==> src/rtl/spi_wb_sequencer.sv <==
// spi_wb_sequencer: Wishbone master that configures simple_spi and shifts one client byte at a time through it.
module spi_wb_sequencer #(
  parameter logic [7:0]  SPCR_INIT  = 8'h50,
  parameter logic [7:0]  SPER_INIT  = 8'h00,
  parameter int unsigned POLL_LIMIT = 1023
) (
  input  logic       wb_clk_i,
  input  logic       wb_rst_i,
  input  logic       req_valid_i,
  input  logic [7:0] req_data_i,
  output logic       req_ready_o,
  output logic       rsp_valid_o,
  output logic [7:0] rsp_data_o,
  output logic       rsp_err_o,
  input  logic       rsp_ready_i,
  output logic       busy_o,
  output logic       err_o,
  output logic       wbm_cyc_o,
  output logic       wbm_stb_o,
  output logic       wbm_we_o,
  output logic [7:0] wbm_adr_o,
  output logic [7:0] wbm_dat_o,
  input  logic [7:0] wbm_dat_i,
  input  logic       wbm_ack_i
);
  typedef enum logic [2:0] {CFG_OFF, CFG_EXT, CFG_ON, IDLE, WR_DAT, POLL, RD_DAT, TMO} state_t;
  localparam logic [15:0] LIMIT = 16'(POLL_LIMIT);
  state_t      r_state, w_state_nxt;
  logic        r_cyc, r_we, r_rsp_valid, r_rsp_err, r_err;
  logic [7:0]  r_adr, r_dat, r_byte, r_rsp_data;
  logic [15:0] r_cnt;
  logic        w_bus, w_start, w_done, w_we, w_ready, w_req_fire, w_rsp_fire;
  logic [7:0]  w_adr, w_dat;
  logic [15:0] w_cnt_inc;
  assign w_ready    = r_state == IDLE && !r_rsp_valid;
  assign w_req_fire = w_ready && req_valid_i;
  assign w_rsp_fire = r_rsp_valid && rsp_ready_i;
  assign w_done     = r_cyc && wbm_ack_i;
  assign w_start    = w_bus && !r_cyc;
  assign w_cnt_inc  = r_cnt + 16'd1;
  always_comb begin
    w_state_nxt = r_state;
    w_bus = 1'b1;
    w_we  = 1'b1;
    w_adr = 8'd0;
    w_dat = 8'd0;
    case (r_state)
      CFG_OFF: begin
        w_dat = SPCR_INIT & 8'hBF;
        if (w_done) w_state_nxt = CFG_EXT;
      end
      CFG_EXT: begin
        w_adr = 8'd3;
        w_dat = SPER_INIT;
        if (w_done) w_state_nxt = CFG_ON;
      end
      CFG_ON: begin
        w_dat = SPCR_INIT;
        if (w_done) w_state_nxt = IDLE;
      end
      IDLE: begin
        w_bus = 1'b0;
        if (w_req_fire) w_state_nxt = WR_DAT;
      end
      WR_DAT: begin
        w_adr = 8'd2;
        w_dat = r_byte;
        if (w_done) w_state_nxt = POLL;
      end
      POLL: begin
        w_we  = 1'b0;
        w_adr = 8'd1;
        if (w_done) w_state_nxt = !wbm_dat_i[0] ? RD_DAT : w_cnt_inc == LIMIT ? TMO : POLL;
      end
      RD_DAT: begin
        w_we  = 1'b0;
        w_adr = 8'd2;
        if (w_done) w_state_nxt = IDLE;
      end
      default: begin
        w_bus = 1'b0;
        w_state_nxt = CFG_OFF;
      end
    endcase
  end
  always_ff @(posedge wb_clk_i) begin
    if (!wb_rst_i) begin
      r_state     <= CFG_OFF;
      r_cyc       <= 1'b0;
      r_we        <= 1'b0;
      r_adr       <= 8'd0;
      r_dat       <= 8'd0;
      r_byte      <= 8'd0;
      r_cnt       <= 16'd0;
      r_rsp_valid <= 1'b0;
      r_rsp_data  <= 8'd0;
      r_rsp_err   <= 1'b0;
      r_err       <= 1'b0;
    end else begin
      r_state <= w_state_nxt;
      if (w_start) begin
        r_cyc <= 1'b1;
        r_we  <= w_we;
        r_adr <= w_adr;
        r_dat <= w_dat;
      end else if (w_done) begin
        r_cyc <= 1'b0;
      end
      if (w_req_fire) begin
        r_byte <= req_data_i;
        r_cnt  <= 16'd0;
      end else if (r_state == POLL && w_done && r_cnt != LIMIT) begin
        r_cnt <= w_cnt_inc;
      end
      if (r_state == RD_DAT && w_done) begin
        r_rsp_valid <= 1'b1;
        r_rsp_data  <= wbm_dat_i;
        r_rsp_err   <= 1'b0;
      end else if (r_state == TMO) begin
        r_rsp_valid <= 1'b1;
        r_rsp_data  <= 8'hFF;
        r_rsp_err   <= 1'b1;
      end else if (w_rsp_fire) begin
        r_rsp_valid <= 1'b0;
      end
      if (r_state == TMO) r_err <= 1'b1;
    end
  end
  assign req_ready_o = w_ready;
  assign rsp_valid_o = r_rsp_valid;
  assign rsp_data_o  = r_rsp_data;
  assign rsp_err_o   = r_rsp_err;
  assign busy_o      = r_state != IDLE;
  assign err_o       = r_err;
  assign wbm_cyc_o   = r_cyc;
  assign wbm_stb_o   = r_cyc;
  assign wbm_we_o    = r_we;
  assign wbm_adr_o   = r_adr;
  assign wbm_dat_o   = r_dat;
endmodule

==> config.mk <==
export PLATFORM = sky130hd
export DESIGN_NAME = spi_wb_sequencer
export DESIGN_NICKNAME = d
export VERILOG_FILES = /design/src/rtl/spi_wb_sequencer.sv
export SDC_FILE = /design/constraint.sdc
export NUM_CORES = 1
export LEC_CHECK = 0
export ABC_AREA = 1
export BUFFER_PORTS_ARGS = -buffer_cell sky130_fd_sc_hd__buf_2
export CAP_MARGIN = 0
export CORE_MARGIN = 8
export CORE_UTILIZATION = 40
export CTS_BUF_LIST = sky130_fd_sc_hd__clkbuf_2
export DETAILED_ROUTE_END_ITERATION = 6
export PLACE_DENSITY = 0.62
export SETUP_SLACK_MARGIN = 0.02
export SYNTH_ARGS = -nofsm -noshare
export SYNTH_HDL_FRONTEND = slang
export SYNTH_SLANG_ARGS = --single-unit
export TNS_END_PERCENT = 30
==> constraint.sdc <==
create_clock -name wb_clk_i -period 1.9 [get_ports wb_clk_i]
set_input_delay 0.38 -clock wb_clk_i [delete_from_list [all_inputs] [get_ports wb_clk_i]]
set_output_delay 0.38 -clock wb_clk_i [all_outputs]
set_load 0.005 [all_outputs]
==> summary.txt <==
Synthesis
  • Yosys top cell area share: ~41%
  • Synth area leaders: dfxtp_1, nand2_1, a21oi_1
  • Synth Cell Area: 0.00243 mm2
  • Most frequent cell after synthesis: nand2_1
  • Syn Area/Cell: 7.31 um2
  • Syn Inst Count: roughly 330
  • Synthesis-stage register bit count: 50
  • Synth unique cells: 33
  • Synth async-reset ratio: 0%
  • Biggest area consumer among synthesized cells: dfxtp_1
  • Sequential fraction of the synthesis area: 41.2%
  • Synth top cells by count: nand2_1, dfxtp_1, inv_1
  • Ys Warns: 0
  • Post-synth EDFFs: 0
  • Main synth FF type: dfxtp_1

STA
  • Final hold violations: 0
  • Setup violations, final: 0
  • Crit share post-route: 92.9%
  • Slew Viols, Final: 0
  • Fmax: 566 MHz
  • Setup_tns: 0 ps
  • Slew headroom: 57.8%
  • RSZ-0062 raised after global routing: yes
  • Slew @ Worst Pin: 632 ps
  • Worst clock skew: 29.6 ps
  • Fin crit period: 1770 ps

Routing
  • DRC: 0
  • Vias: 2249
  • Wire length per cell: approximately 12 um
  • Total Routed Length: 5.58 mm
  • Vias/cell: 4.95
  • Detailed-router iteration count before antenna repair: 4
  • Iteration-0 DRC Markers: 99
  • Post-route antenna net violation count: 0

Die
  • Core Footprint: 0.00589 mm2
  • Die H: 93.9 um
  • Starting Density: 41.3%
  • Row count: 28
  • Die outline width: between 90 and 100 um
  • Die area: ~0.009 mm2
  • IO Count: 53

Setup path
  • RR Startpoint: r_cnt[0]
  • CP max FO: 8
  • Setup crit end kind: primary output
  • Worst EP required: approximately 1500 ps
  • Crit Path Class: flop to primary output
  • Worst path arrival time: 1390 ps
  • Cells on worst reg2reg path: 11
  • RR Endpoint: r_state[1]
  • Worst Setup Start Kind: flop
  • Reg2Reg Setup Slack: about 220 ps

Clock tree
  • Worst skew pair latency: 440 ps
  • H-tree Lvls: 2
  • Root Driver: clkbuf_2
  • Clk buf depth: 2
  • CTS tree: built
  • Clk pin slew, worst setup/hold paths: 280 ps
  • Total CTS buffers: 5
  • Sink Count: 50

Power and ir drop
  • Leak: 1.20 nW
  • PwrDens: 625 mW/mm2
  • Max VDD drop: 0.000356 V

Run
  • Maxcap violations: 0

Placement
  • Post-DP HPWL: 4.25 mm
  • Area post-placement: between 0.002 and 0.003 mm2
  • Port bufs: 46
  • RD Place Congestion: 0.811

Cells and area
  • Layout Nets: 401
  • N_diodes: 0
  • Design area: between 0.002 and 0.003 mm2
  • P&R area growth vs syn: 16.1%
  • Share of cells above drive strength 1: 25.9%

Global routing
  • Antenna violations before repair: 0
  • Number of global-route vias before repair: approximately 2200
  • Gr usage total: a little over an eighth
  • Largest net degree at the start of global routing: 21
  • Remaining global-route overflow: 0
  • First-pass GRT wire length: 9.76 mm

Worst hold path
  • Worst Hold Class: input port to flop
  • Worst Hold Path EP: r_byte[1]
  • Worst hold start: req_data_i[1]
  • Hold Crit Depth: 3

Run status
  • Outcome: finished clean
[sequential cells by signal (all words and copies together), names as in the netlist]
signal	cells
err_o	1
r_state	3
wbm_dat_o	8
rsp_err_o	1
wbm_cyc_o	1
rsp_data_o	8
rsp_valid_o	1
r_byte	8
wbm_adr_o	2
r_cnt	16
wbm_we_o	1
[per-stage QoR]
step,worst slack [ps],hold slack (ps),instances,utilization [%],power (mW)
after global routing,14.2,123,454,47.9,1.84
after detailed placement,78.8,448,443,45.7,1.20
after global placement,163,444,443,45.7,1.20
after CTS,9.39,130,451,46.9,1.79
after floorplan,290,430,337,-,1.16
final,134,157,454,47.9,1.76
[how the worst max path moves through the flow]
| stage | from | endpoint | slack (ps) | cells past startpoint |
|---|---|---|---|---|
| after floorplan | r_cnt[1] | r_cnt[3] | 290 | 9 |
| after global placement | r_cnt[1] | r_state[1] | 160 | 11 |
| after detailed placement | r_cnt[1] | r_state[1] | 80 | 11 |
| after CTS | r_cnt[1] | r_state[1] | 9 | 11 |
| after global routing | r_state[0] | req_ready_o | 10 | 5 |
| final | r_state[2] | req_ready_o | 130 | 4 |
[final cells by class]
cell class | instances | area, um2
clock buffer | 5 | 25.0
timing repair buffer | 52 | 288
fill | 599 | 3070
clock inverter | 3 | 43.8
sequential | 50 | 1010
multi-input combinational | 229 | 1200
inverter | 40 | 150
tap | 75 | 93.8
[kinds of logic after synthesis]
group	synth area share, %
AOI/OAI and AO/OA	19.6
adders and majority gates	1.03
DFF	41.2
and+or+nand+nor	26.6
buffers and inverters	11.0
xor gates and xnor gates	0.361
other	0.154
[power breakdown]
part           leakage (nW)  total, mW  internal [mW]  switching [mW]
sequential            0.407       1.07           1.06          0.0119
combinational         0.750      0.104         0.0402          0.0633
clock                0.0433      0.584          0.225           0.358
[critical path, cell delays in order, from the launching register on]
cell and delay (ps):
dfxtp_1 470, nor2_4 150, inv_2 70, nor2_8 130
buf_2 130
[what timing repair did]
action                     CTS  global route
pin swaps                    0             2
buffers inserted             0             3
resized for setup            2            11
setup endpoints to repair    2            18
hold buffers                 0             0
[cells in the final DEF (no fill, tap or decap), types with 6 or more instances in the layout]
cell	n
nor2_1	24
o21ai_1	7
o221a_2	8
inv_1	35
o21ai_0	15
dfxtp_1	45
buf_2	46
nand2_1	76
a21oi_1	32
nand3_1	20
conb_1	6
[per-layer routing]
| metal | part of all wire [%] | vias to the layer above | GRT usage (%) |
|---|---|---|---|
| met1 | 47 | 1011 | 16.2 |
| li1 | - | 1175 | - |
| met5 | 0 | - | 0 |
| met3 | 3.7 | 11 | 2.48 |
| met2 | 48 | 52 | 22.5 |
| met4 | 2.0 | 0 | 5.68 |
Note: power is estimated with default switching activity, not from simulation.
